[src/rtl/trace_event_sched_if.sv]
`default_nettype none
// ============================================================================
// Module   : trace_event_sched_if
// Brief    : Trace record stream (valid/ready) from the scheduler to the sink.
// Revision : 1.0
// ============================================================================
interface trace_event_sched_if #(
    parameter int TS_W = 32
);
    logic            out_valid;
    logic            out_ready;
    logic            out_src;
    logic            out_ovf;
    logic [1:0]      out_type;
    logic [31:0]     out_pc;
    logic [31:0]     out_data;
    logic [TS_W-1:0] out_ts;

    modport master (
        output out_valid, out_src, out_ovf, out_type, out_pc, out_data, out_ts,
        input  out_ready
    );

    modport slave (
        input  out_valid, out_src, out_ovf, out_type, out_pc, out_data, out_ts,
        output out_ready
    );
endinterface
`default_nettype wire

[src/rtl/trace_event_sched.sv]
`default_nettype none
// ============================================================================
// Module   : trace_event_sched
// Brief    : PC-windowed trace capture, per-source timestamped FIFOs with drop
//            accounting, round-robin merge onto one registered record stream.
// Revision : 1.0
// ============================================================================
module trace_event_sched #(
    parameter int DEPTH  = 4,
    parameter int TS_W   = 32,
    parameter int DROP_W = 16
) (
    input  wire                 clk,
    input  wire                 rst_n,
    input  wire                 cfg_enable,
    input  wire                 cfg_use_trigger,
    input  wire  [31:0]         cfg_start_pc,
    input  wire  [31:0]         cfg_stop_pc,
    input  wire                 if_evt_valid,
    input  wire  [1:0]          if_evt_type,
    input  wire  [31:0]         if_evt_pc,
    input  wire  [31:0]         if_evt_data,
    input  wire                 ex_evt_valid,
    input  wire  [1:0]          ex_evt_type,
    input  wire  [31:0]         ex_evt_pc,
    trace_event_sched_if.master rec,
    output logic                tracing,
    output logic [DROP_W-1:0]   drop_count
);
    localparam int         AW     = $clog2(DEPTH);
    localparam logic [AW:0] c_full = (AW+1)'(DEPTH);

    typedef struct packed {
        logic            ovf;
        logic [1:0]      etype;
        logic [31:0]     pc;
        logic [31:0]     data;
        logic [TS_W-1:0] ts;
    } rec_t;

    typedef enum logic [1:0] {
        S_IDLE    = 2'd0,
        S_ARMED   = 2'd1,
        S_TRACING = 2'd2,
        S_STOPPED = 2'd3
    } state_t;

    state_t            r_state;
    logic [TS_W-1:0]   r_ts;
    logic [DROP_W-1:0] r_drop_count;
    logic              r_out_valid;
    logic              r_out_src;
    rec_t              r_out;
    logic              r_rr;

    logic              w_start_hit;
    logic              w_stop_hit;
    logic              w_gate;
    logic [1:0]        w_src_vld;
    rec_t              w_src_rec [2];
    rec_t              w_head    [2];
    logic [1:0]        w_empty;
    logic [1:0]        w_drop;
    logic [1:0]        w_pop;
    logic              w_load;
    logic              w_any;
    logic              w_sel;
    logic [DROP_W:0]   w_drop_sum;

    assign w_start_hit = (r_state == S_ARMED) && ex_evt_valid && (ex_evt_pc == cfg_start_pc);
    assign w_stop_hit  = cfg_use_trigger && ex_evt_valid && (ex_evt_pc == cfg_stop_pc);
    assign w_gate      = (r_state == S_TRACING) || w_start_hit;
    assign tracing     = (r_state == S_TRACING);

    always_ff @(posedge clk) begin
        if (!rst_n || !cfg_enable) begin
            r_state <= S_IDLE;
        end else begin
            unique case (r_state)
                S_IDLE:    r_state <= cfg_use_trigger ? S_ARMED : S_TRACING;
                S_ARMED:   if (w_start_hit) r_state <= S_TRACING;
                S_TRACING: if (w_stop_hit)  r_state <= S_STOPPED;
                S_STOPPED: r_state <= S_STOPPED;
                default:   r_state <= S_IDLE;
            endcase
        end
    end

    always_ff @(posedge clk) begin
        if (!rst_n) r_ts <= '0;
        else        r_ts <= r_ts + TS_W'(1);
    end

    always_comb begin
        w_src_vld    = {ex_evt_valid, if_evt_valid} & {2{w_gate}};
        w_src_rec[0] = '{ovf: 1'b0, etype: if_evt_type, pc: if_evt_pc, data: if_evt_data, ts: r_ts};
        w_src_rec[1] = '{ovf: 1'b0, etype: ex_evt_type, pc: ex_evt_pc, data: 32'd0, ts: r_ts};
    end

    for (genvar s = 0; s < 2; s++) begin : g_src
        rec_t              r_mem [DEPTH];
        logic [AW-1:0]     r_wr;
        logic [AW-1:0]     r_rd;
        logic [AW:0]       r_cnt;
        logic [DROP_W-1:0] r_pend;
        logic              w_full;
        logic              w_mark;
        logic              w_push;
        rec_t              w_rec;

        // Fullness is sampled before this cycle's pop, so a pop never frees room for a same-cycle push.
        assign w_full     = (r_cnt == c_full);
        assign w_mark     = (r_pend != '0) && !w_full;
        assign w_push     = !w_full && (w_mark || w_src_vld[s]);
        assign w_drop[s]  = w_src_vld[s] && (w_full || w_mark);
        assign w_rec      = w_mark ? '{ovf: 1'b1, etype: 2'd0, pc: 32'd0, data: 32'(r_pend), ts: r_ts}
                                   : w_src_rec[s];
        assign w_empty[s] = (r_cnt == '0);
        assign w_head[s]  = r_mem[r_rd];

        always_ff @(posedge clk) begin
            if (w_push) r_mem[r_wr] <= w_rec;
        end

        always_ff @(posedge clk) begin
            if (!rst_n) begin
                r_wr   <= '0;
                r_rd   <= '0;
                r_cnt  <= '0;
                r_pend <= '0;
            end else begin
                if (w_push)   r_wr <= r_wr + AW'(1);
                if (w_pop[s]) r_rd <= r_rd + AW'(1);
                r_cnt <= r_cnt + {{AW{1'b0}}, w_push} - {{AW{1'b0}}, w_pop[s]};
                if (w_mark)
                    r_pend <= DROP_W'(w_src_vld[s]);
                else if (w_src_vld[s] && w_full && (r_pend != '1))
                    r_pend <= r_pend + DROP_W'(1);
            end
        end
    end

    assign w_drop_sum = {1'b0, r_drop_count} + (DROP_W+1)'(w_drop[0]) + (DROP_W+1)'(w_drop[1]);
    assign drop_count = r_drop_count;

    always_ff @(posedge clk) begin
        if (!rst_n)                 r_drop_count <= '0;
        else if (w_drop_sum[DROP_W]) r_drop_count <= '1;
        else                         r_drop_count <= w_drop_sum[DROP_W-1:0];
    end

    // r_rr names the source preferred on the next contested grant.
    assign w_load = !r_out_valid || rec.out_ready;
    assign w_any  = !(&w_empty);
    assign w_sel  = (!w_empty[0] && !w_empty[1]) ? r_rr : w_empty[0];

    always_comb begin
        w_pop = 2'b00;
        if (w_load && w_any) w_pop[w_sel] = 1'b1;
    end

    always_ff @(posedge clk) begin
        if (!rst_n) begin
            r_out_valid <= 1'b0;
            r_out_src   <= 1'b0;
            r_out       <= '0;
            r_rr        <= 1'b0;
        end else if (w_load) begin
            r_out_valid <= w_any;
            if (w_any) begin
                r_out_src <= w_sel;
                r_out     <= w_head[w_sel];
                r_rr      <= ~w_sel;
            end
        end
    end

    assign rec.out_valid = r_out_valid;
    assign rec.out_src   = r_out_src;
    assign rec.out_ovf   = r_out.ovf;
    assign rec.out_type  = r_out.etype;
    assign rec.out_pc    = r_out.pc;
    assign rec.out_data  = r_out.data;
    assign rec.out_ts    = r_out.ts;
endmodule
`default_nettype wire

[src/flat_wrapper.sv]
// flat-port wrapper written by rule: the top's interface ports become plain ports
module trace_event_sched_flat 
#(
    parameter int DEPTH  = 4,
    parameter int TS_W   = 32,
    parameter int DROP_W = 16
)
  (clk, rst_n, cfg_enable, cfg_use_trigger, cfg_start_pc, cfg_stop_pc, if_evt_valid, if_evt_type, if_evt_pc, if_evt_data, ex_evt_valid, ex_evt_type, ex_evt_pc, tracing, drop_count, rec_out_valid, rec_out_src, rec_out_ovf, rec_out_type, rec_out_pc, rec_out_data, rec_out_ts, rec_out_ready);
  trace_event_sched_if #(.TS_W(TS_W)) rec_i ();
  input  wire clk;
  input  wire rst_n;
  input  wire cfg_enable;
  input  wire cfg_use_trigger;
  input  wire  [31:0] cfg_start_pc;
  input  wire  [31:0] cfg_stop_pc;
  input  wire if_evt_valid;
  input  wire  [1:0] if_evt_type;
  input  wire  [31:0] if_evt_pc;
  input  wire  [31:0] if_evt_data;
  input  wire ex_evt_valid;
  input  wire  [1:0] ex_evt_type;
  input  wire  [31:0] ex_evt_pc;
  output logic tracing;
  output logic [DROP_W-1:0] drop_count;
  output wire logic [$bits(rec_i.out_valid)-1:0] rec_out_valid;
  output wire logic [$bits(rec_i.out_src)-1:0] rec_out_src;
  output wire logic [$bits(rec_i.out_ovf)-1:0] rec_out_ovf;
  output wire logic [$bits(rec_i.out_type)-1:0] rec_out_type;
  output wire logic [$bits(rec_i.out_pc)-1:0] rec_out_pc;
  output wire logic [$bits(rec_i.out_data)-1:0] rec_out_data;
  output wire logic [$bits(rec_i.out_ts)-1:0] rec_out_ts;
  input wire logic [$bits(rec_i.out_ready)-1:0] rec_out_ready;
  assign rec_out_valid = rec_i.out_valid;
  assign rec_out_src = rec_i.out_src;
  assign rec_out_ovf = rec_i.out_ovf;
  assign rec_out_type = rec_i.out_type;
  assign rec_out_pc = rec_i.out_pc;
  assign rec_out_data = rec_i.out_data;
  assign rec_out_ts = rec_i.out_ts;
  assign rec_i.out_ready = rec_out_ready;
  trace_event_sched #(.DEPTH(DEPTH), .TS_W(TS_W), .DROP_W(DROP_W)) u_core (.clk(clk), .rst_n(rst_n), .cfg_enable(cfg_enable), .cfg_use_trigger(cfg_use_trigger), .cfg_start_pc(cfg_start_pc), .cfg_stop_pc(cfg_stop_pc), .if_evt_valid(if_evt_valid), .if_evt_type(if_evt_type), .if_evt_pc(if_evt_pc), .if_evt_data(if_evt_data), .ex_evt_valid(ex_evt_valid), .ex_evt_type(ex_evt_type), .ex_evt_pc(ex_evt_pc), .rec(rec_i), .tracing(tracing), .drop_count(drop_count));
endmodule
[config.mk]
export PLATFORM = sky130hd
export DESIGN_NAME = trace_event_sched_flat
export DESIGN_NICKNAME = d
export VERILOG_FILES = /design/src/rtl/trace_event_sched_if.sv /design/src/rtl/trace_event_sched.sv /design/src/flat_wrapper.sv
export SDC_FILE = /design/constraint.sdc
export NUM_CORES = 1
export LEC_CHECK = 0
export ABC_AREA = 1
export BUFFER_PORTS_ARGS = -buffer_cell sky130_fd_sc_hd__buf_2
export CAP_MARGIN = 20
export CORE_ASPECT_RATIO = 0.75
export CORE_UTILIZATION = 40
export CTS_CLUSTER_DIAMETER = 200
export DETAILED_ROUTE_END_ITERATION = 7
export PLACE_DENSITY_LB_ADDON = 0.05
export SYNTH_ARGS = -nofsm -noshare
export SYNTH_HDL_FRONTEND = slang
export SYNTH_SLANG_ARGS = --single-unit
[constraint.sdc]
create_clock -name clk -period 10.6 [get_ports clk]
set_input_delay 1.06 -clock clk [delete_from_list [all_inputs] [get_ports clk]]
set_output_delay 1.06 -clock clk [all_outputs]
set_load 0.1 [all_outputs]
==> impl_metrics.csv, run 1 <==
group,metric,value,unit
pwr,finalPower,11.7,mW
worst_setup_path,slowest_stage,"a21oi_4",
worst_setup_path,crit_path_end_kind,"register",
synthesis,synth_top_cell_by_area,"edfxtp_1",
synthesis,syn_area_per_cell,10.9,µm²
worst_setup_path,rrSetupSlack,6540,ps
sta,hold_viol,0,
routing,drc_errors,0,
global_routing,grt_max_degree,108,
routing,dr.pass1.iters,6,
worst_setup_path,r2r_cells,21,
worst_setup_path,crit_fanout,18,
synthesis,syn_area,0.0379,mm²
min_path,hold_depth,2,
sta,max_slew.worst_pin.slew,1070,ps
placed_design,dp_hpwl,67500,µm
cells_and_area,final_cell_mix,"edfxtp_1 (728), nor2_1 (655), nand2_1 (435), o21ai_0 (377), buf_2 (287)",
pwr,p_switching,4.73,mW
clocking,cts_num_sinks,930,
global_routing,overflow,0,
placed_design,gp_congestion,0.858,
synthesis,synth_edf_count,728,
die,core-area,0.0937,mm²
cells_and_area,drive_above_1_share,13.6,%
sta,setup_tns,0,ps
clocking,postCtsHoldBufs,0,
die,rows,97,
synthesis,synth.ff_latch_count,930,
worst_setup_path,worstPathRequired,11170,ps
worst_setup_path,r2r_start,"u_core.r_state[1]",
cells_and_area,final_core_util,46.6,%
routing,wire_per_inst,22.5,µm
synthesis,synthFlopType,"edfxtp_1",
pwr,pwr-share-clk,28.0,%
global_routing,antenna_found_initial,10,
die,pin_count,289,
worst_setup_path,cp_top_family,"simple AND/OR/NAND/NOR gates",
cells_and_area,syn2layout_area_growth,15.1,%
min_path,worstHoldStart,"u_core.rec.out_data[17]",
clocking,cts_setup_buffers,0,
pwr,pwr-share-comb,34.1,%
job,maxCapViolations,0,
die,die_w,358,µm
clocking,clock_path_buffers,3,
clocking,clk_pin_slew_worst_paths,60,ps
global_routing,grt_pass1_wl,166000,µm
clocking,cts-root-buf,"clkbuf_16",
synthesis,netlist_instances,3496,
worst_setup_path,crit-reg2reg-capture,"u_core.drop_count[7]",
pwr,power_switching_share,40.3,%
sta,post-route-period-util,43.8,%
worst_setup_path,path_depth,19,
sta,slew_headroom,28.5,%
routing,drt_iter0_drc,2372,
clocking,ctsResizeCount,0,
die,dieHeight,269,µm
sta,clock-skew-final,36.9,ps
worst_setup_path,crit_arrival,5210,ps
pwr,p_leak,16.5,nW
global_routing,track_usage,23.4,%
sta,setup_viol,0,
clocking,worstSkewPairLatency,670,ps
pwr,vdd_drop_max,0.149,mV
synthesis,yosysWarningCount,0,
placed_design,io_buffers,288,
sta,rsz0062_at_grt,"false",
worst_setup_path,crit_chain,"buf_2, xor2_1, nor2_1, nand3_1, nor2_1, nand3_2, a21oi_4, o21ai_0, fa_1, inv_1, ha_1, nand3_1, nor2_1, nand4_1, nor4_4, nand2_1, nor2_4, inv_2, a31oi_1",
routing,antenna_left,0,
sta,finalCriticalPeriod,4640,ps
min_path,worstHoldEndpoint,"u_core.rec.out_data[17]",
run_status,outcome,"finished clean",
worst_setup_path,path_class,"input port to register",
sta,max_freq,0.215,GHz
die,initial_core_util,40.5,%
clocking,cts_buffers,94,
worst_setup_path,cp_common_cell,"nor2_1",
worst_setup_path,slowest_delay,500,ps
cells_and_area,final_common_cell,"edfxtp_1",
pwr,p_per_area,269,mW/mm²
clocking,cts_tree,"yes",
synthesis,synth_fp_nets,3688,
synthesis,ys_seq_area_share,68.3,%
global_routing,grt_pass1_vias,25900,
routing,vias_per_cell,5.31,
min_path,hold_class,"register to register",
synthesis,yosysTopAreaCellShare,57.6,%
worst_setup_path,critPathBufInv,3,
synthesis,synth_cell_type_count,49,
pwr,p_seq_share,37.9,%
routing,drt-total-wl,113000,µm
synthesis,synth_area_leaders,"edfxtp_1 (58%), dfxtp_1 (11%), nor2_1 (6.6%), o21ai_0 (5.0%), nand2_1 (4.3%)",
sta,slew_viol_final,0,
die,fp.dieArea,0.0961,mm²
cells_and_area,fillCellCount,8643,
pwr,p_int,7.00,mW
routing,via_count,26800,
synthesis,async_reset_ff_share,0,%
clocking,cts_max_level,3,
cells_and_area,final_nets,3920,
worst_setup_path,startpoint_type,"input port",
worst reg2reg max path, delay by kind of cell (launching register included):
family / cells / cell delay, ps
buffers and inverters: 3 / 270
AND/OR/NAND/NOR: 13 / 1890
flip-flops: 1 / 320
adder cells (fa/ha/maj): 2 / 590
AO/OA/AOI/OAI: 3 / 920
synth_stat cells (all sizes together), types with 45 or more instances:
cell      n
o21ai   381
xor2     58
nand2   440
nor2    669
a21oi   168
clkbuf  135
dfxtp   202
buf      51
nand3    87
o22ai   120
a221oi   45
inv     270
edfxtp  728
cell type report:
class | instances | area, µm² | share of cell area, %
Sequential cell | 930 | 25900 | 59.3
Multi-Input combinational cell | 2108 | 10300 | 23.6
Clock buffer | 144 | 2790 | 6.39
Timing Repair Buffer | 322 | 1780 | 4.08
Tap cell | 1237 | 1550 | 3.54
Inverter | 272 | 1040 | 2.37
Clock inverter | 33 | 277 | 0.633
Antenna cell | 3 | 7.51 | 0.0172
power groups by stage:
stage | logic, mW | clock network [mW] | registers [mW]
2_1_floorplan | 1.94 | 0 | 5.34
3_3_place_gp | 3.98 | 0 | 4.52
3_5_place_dp | 4.03 | 0 | 4.53
4_1_cts | 4.04 | 3.35 | 4.45
5_1_grt | 4.35 | 3.49 | 4.47
6_report | 4.00 | 3.29 | 4.44
worst max-delay path by stage:
stage                      start                     endpoint  slack, ps
2_1_floorplan  u_core.r_state[1]  u_core.g_src[0].r_mem[0][0]       3430
3_3_place_gp        ex_evt_pc[2]         u_core.drop_count[7]       5320
3_5_place_dp        ex_evt_pc[2]         u_core.drop_count[8]       5240
4_1_cts             ex_evt_pc[2]         u_core.drop_count[7]       5920
5_1_grt             ex_evt_pc[2]         u_core.drop_count[3]       5490
6_report            ex_evt_pc[2]         u_core.drop_count[7]       5960
state kept, by name, indices dropped and copies added (netlist names), 2 cells and up, named ones only:
register / flops
u_core.g_src.r_wr: 4
u_core.g_src.r_mem: 728
u_core.rec.out_type: 2
u_core.g_src.r_cnt: 6
u_core.r_state: 2
u_core.g_src.r_rd: 4
u_core.rec.out_ts: 32
u_core.rec.out_data: 32
u_core.drop_count: 16
u_core.r_ts: 32
u_core.g_src.r_pend: 32
u_core.rec.out_pc: 32
layer usage:
| layer | vias to the layer above | track usage (%) | part of all wire [%] |
|---|---|---|---|
| met5 | - | 0 | 0.030 |
| met4 | 6 | 5.35 | 1.8 |
| met3 | 134 | 3.94 | 6.0 |
| met2 | 818 | 36.4 | 45 |
| met1 | 13300 | 34.2 | 47 |
| li1 | 12600 | - | - |
stage by stage:
stage / setup WS (ps) / hold slack [ps] / std cells / area, µm²
finish: 5960 / 461 / 5049 / 43700
floorplan: 3430 / 436 / 3496 / 37900
detailed placement: 5240 / 452 / 4868 / 40600
global route: 5490 / 479 / 5046 / 43700
CTS: 5920 / 461 / 5045 / 43700
global placement: 5320 / 451 / 4867 / 40600
logic make-up after synthesis:
logic type / Yosys count / synth area share (%)
AND/OR/NAND/NOR: 1262 / 13.5
adder cells (fa/ha/maj): 21 / 0.752
buffers and inverters: 458 / 4.70
flip-flops: 930 / 68.3
XOR/XNOR: 77 / 1.78
AO/OA/AOI/OAI: 748 / 11.0
Note: power is estimated with default switching activity, not from simulation.
==> run 2, diff against run 1 <==
==> constraint.sdc (replaced) <==
create_clock -name clk -period 4 [get_ports clk]
set_input_delay 0.4 -clock clk [delete_from_list [all_inputs] [get_ports clk]]
set_output_delay 0.4 -clock clk [all_outputs]
set_load 0.1 [all_outputs]
==> run 2 against run 1 <==
Against the previous run:
- critical path depth rose by 1
- final cell count rose by 0.51%
- setup slack got worse by 5500 ps
- routed wire length barely moved
- clock-buffer cell count fell by 4
==> impl_metrics.csv, run 2 (synthesis gave the netlist of run 1 again) <==
group,metric,value,unit
run_status,outcome,"finished clean",
sta,rsz0062_at_grt,"false",
cells_and_area,largest-register,"u_core.g_src.r_mem",
cells_and_area,final_common_cell,"edfxtp_1",
pwr,pwr-share-clk,28.4,%
sta,hold_viol,0,
clocking,cts_setup_buffers,0,
worst_setup_path,crit_arrival,4140,ps
routing,drt_iter0_drc,2026,
routing,drt-total-wl,113000,µm
worst_setup_path,slowest_delay,430,ps
global_routing,overflow,0,
routing,vias_per_cell,5.30,
clocking,clk_pin_slew_worst_paths,60,ps
clocking,clock_path_buffers,3,
clocking,worstSkewPairLatency,660,ps
global_routing,track_usage,23.6,%
worst_setup_path,crit_chain,"nand2_1, nor2_1, nand2_1, nor2_1, nand2_1, nor2_1, nand3_2, a21oi_4, o21ai_0, fa_1, inv_1, ha_1, nand3_1, nor2_1, nand4_1, nor4_4, nand2_1, nor2_4, inv_2, a31oi_1",
placed_design,gp_congestion,0.885,
routing,wire_per_inst,22.3,µm
sta,post-route-period-util,89.3,%
placed_design,place_ws,5.75,ps
global_routing,grt_max_degree,199,
worst_setup_path,path_class,"register to register",
worst_setup_path,startpoint,"u_core.r_state[0]",
worst_setup_path,crit_path_end_kind,"register",
worst_setup_path,crit-reg2reg-capture,"u_core.drop_count[7]",
cells_and_area,syn2layout_area_growth,16.6,%
worst_setup_path,startpoint_type,"register",
pwr,p_per_area,707,mW/mm²
die,rows,97,
worst_setup_path,r2r_start,"u_core.r_state[0]",
sta,setup_tns,0,ps
sta,setup_viol,0,
global_routing,grt_pass1_wl,168000,µm
die,die_w,358,µm
die,initial_core_util,40.5,%
cells_and_area,final_nets,3951,
cells_and_area,final_cell_mix,"edfxtp_1 (728), nor2_1 (654), nand2_1 (435), o21ai_0 (377), buf_2 (287)",
routing,dr.pass1.iters,5,
routing,drc_errors,0,
worst_setup_path,endpoint,"u_core.drop_count[7]",
pwr,vdd_drop_max,0.613,mV
global_routing,antenna_found_initial,4,
pwr,p_leak,16.8,nW
pwr,p_int,18.8,mW
placed_design,io_buffers,288,
worst_setup_path,worstPathRequired,4570,ps
worst_setup_path,slowest_stage,"fa_1",
placed_design,dp_hpwl,68800,µm
sta,clock-skew-final,15.9,ps
clocking,cts_max_level,3,
pwr,power_switching_share,39.8,%
cells_and_area,largest_reg_flops,728,
cells_and_area,fillCellCount,8672,
clocking,cts_num_sinks,930,
sta,fin_ws,426,ps
die,fp.dieArea,0.0961,mm²
sta,max_slew.worst_pin.slew,1080,ps
sta,max_freq,0.280,GHz
die,core-area,0.0937,mm²
sta,finalCriticalPeriod,3570,ps
clocking,cts_buffers,94,
die,dieHeight,269,µm
sta,slew_headroom,27.9,%
clocking,cts_tree,"yes",
worst_setup_path,r2r_cells,20,
cells_and_area,drive_above_1_share,14.3,%
pwr,p_switching,12.4,mW
pwr,p_seq_share,37.4,%
clocking,cts-root-buf,"clkbuf_16",
sta,slew_viol_final,0,
worst_setup_path,crit_fanout,9,
pwr,pwr-share-comb,34.2,%
routing,via_count,26900,
routing,antenna_left,0,
min_path,hold_class,"input port to register",
worst_setup_path,rrSetupSlack,430,ps
job,maxCapViolations,0,
die,pin_count,289,
global_routing,grt_pass1_vias,26400,
-- run 2: power groups by stage --
stage               logic [mW]  registers (mW)  clock network, mW
floorplan                 5.15            14.1                  0
finish                    10.7            11.7               8.88
detailed placement        10.8            11.9                  0
CTS                       10.8            11.7               9.07
global placement          10.7            11.9                  0
global route              11.6            11.8               9.43
-- run 2: how the worst min path moves through the flow --
stage / cells past startpoint / start / endpoint
floorplan: 2 / u_core.g_src[1].r_rd[1] / register
global placement: 2 / u_core.g_src[1].r_rd[1] / register
detailed placement: 2 / u_core.g_src[1].r_rd[1] / register
CTS: 4 / cfg_use_trigger / u_core.r_state[1]
global route: 4 / cfg_use_trigger / u_core.r_state[1]
finish: 4 / cfg_use_trigger / u_core.r_state[1]
-- run 2: critical path: cells and delay by family, from the launching register on --
kind            cells  cell delay [ps]
fa+ha+maj           2              620
flops               1              390
simple gates       13             1800
compound gates      3              490
buf+inv             2              200
-- run 2: per-layer routing --
layer	global-route usage (%)	wire (µm)	vias up
met1	33.9	53400	13400
met5	0	0	-
met4	3.92	1490	0
met3	3.55	6050	117
li1	-	-	12700
met2	38.3	52400	749
-- run 2: layout make-up --
class	count	area, µm²	share of cell area (%)
sequential	930	25900	58.6
tap	1237	1550	3.50
antenna	1	2.50	0.00566
timing repair buffer	353	2300	5.19
inverter	272	1040	2.35
multi-input combinational	2108	10300	23.3
clock inverter	34	354	0.800
clock buffer	140	2760	6.24
-- run 2: what timing repair did --
| action | 4_1_cts | 5_1_grt |
|---|---|---|
| endpoints found under the hold margin | 2 | 0 |
| hold buffers | 1 | 0 |
| gates resized for setup | 0 | 0 |
-- run 2: through the flow --
| stage | hold WS (ps) | std cells | instance area, µm² | util, % | power [mW] |
|---|---|---|---|---|---|
| after floorplan | 436 | 3496 | 38000 | - | 19.3 |
| after global placement | 442 | 4898 | 41100 | 43.9 | 22.6 |
| after detailed placement | 451 | 4899 | 41100 | 43.9 | 22.7 |
| after CTS | 29.4 | 5074 | 44200 | 47.2 | 31.6 |
| after global routing | 66.3 | 5074 | 44200 | 47.2 | 32.8 |
| final | 72.1 | 5075 | 44200 | 47.2 | 31.3 |
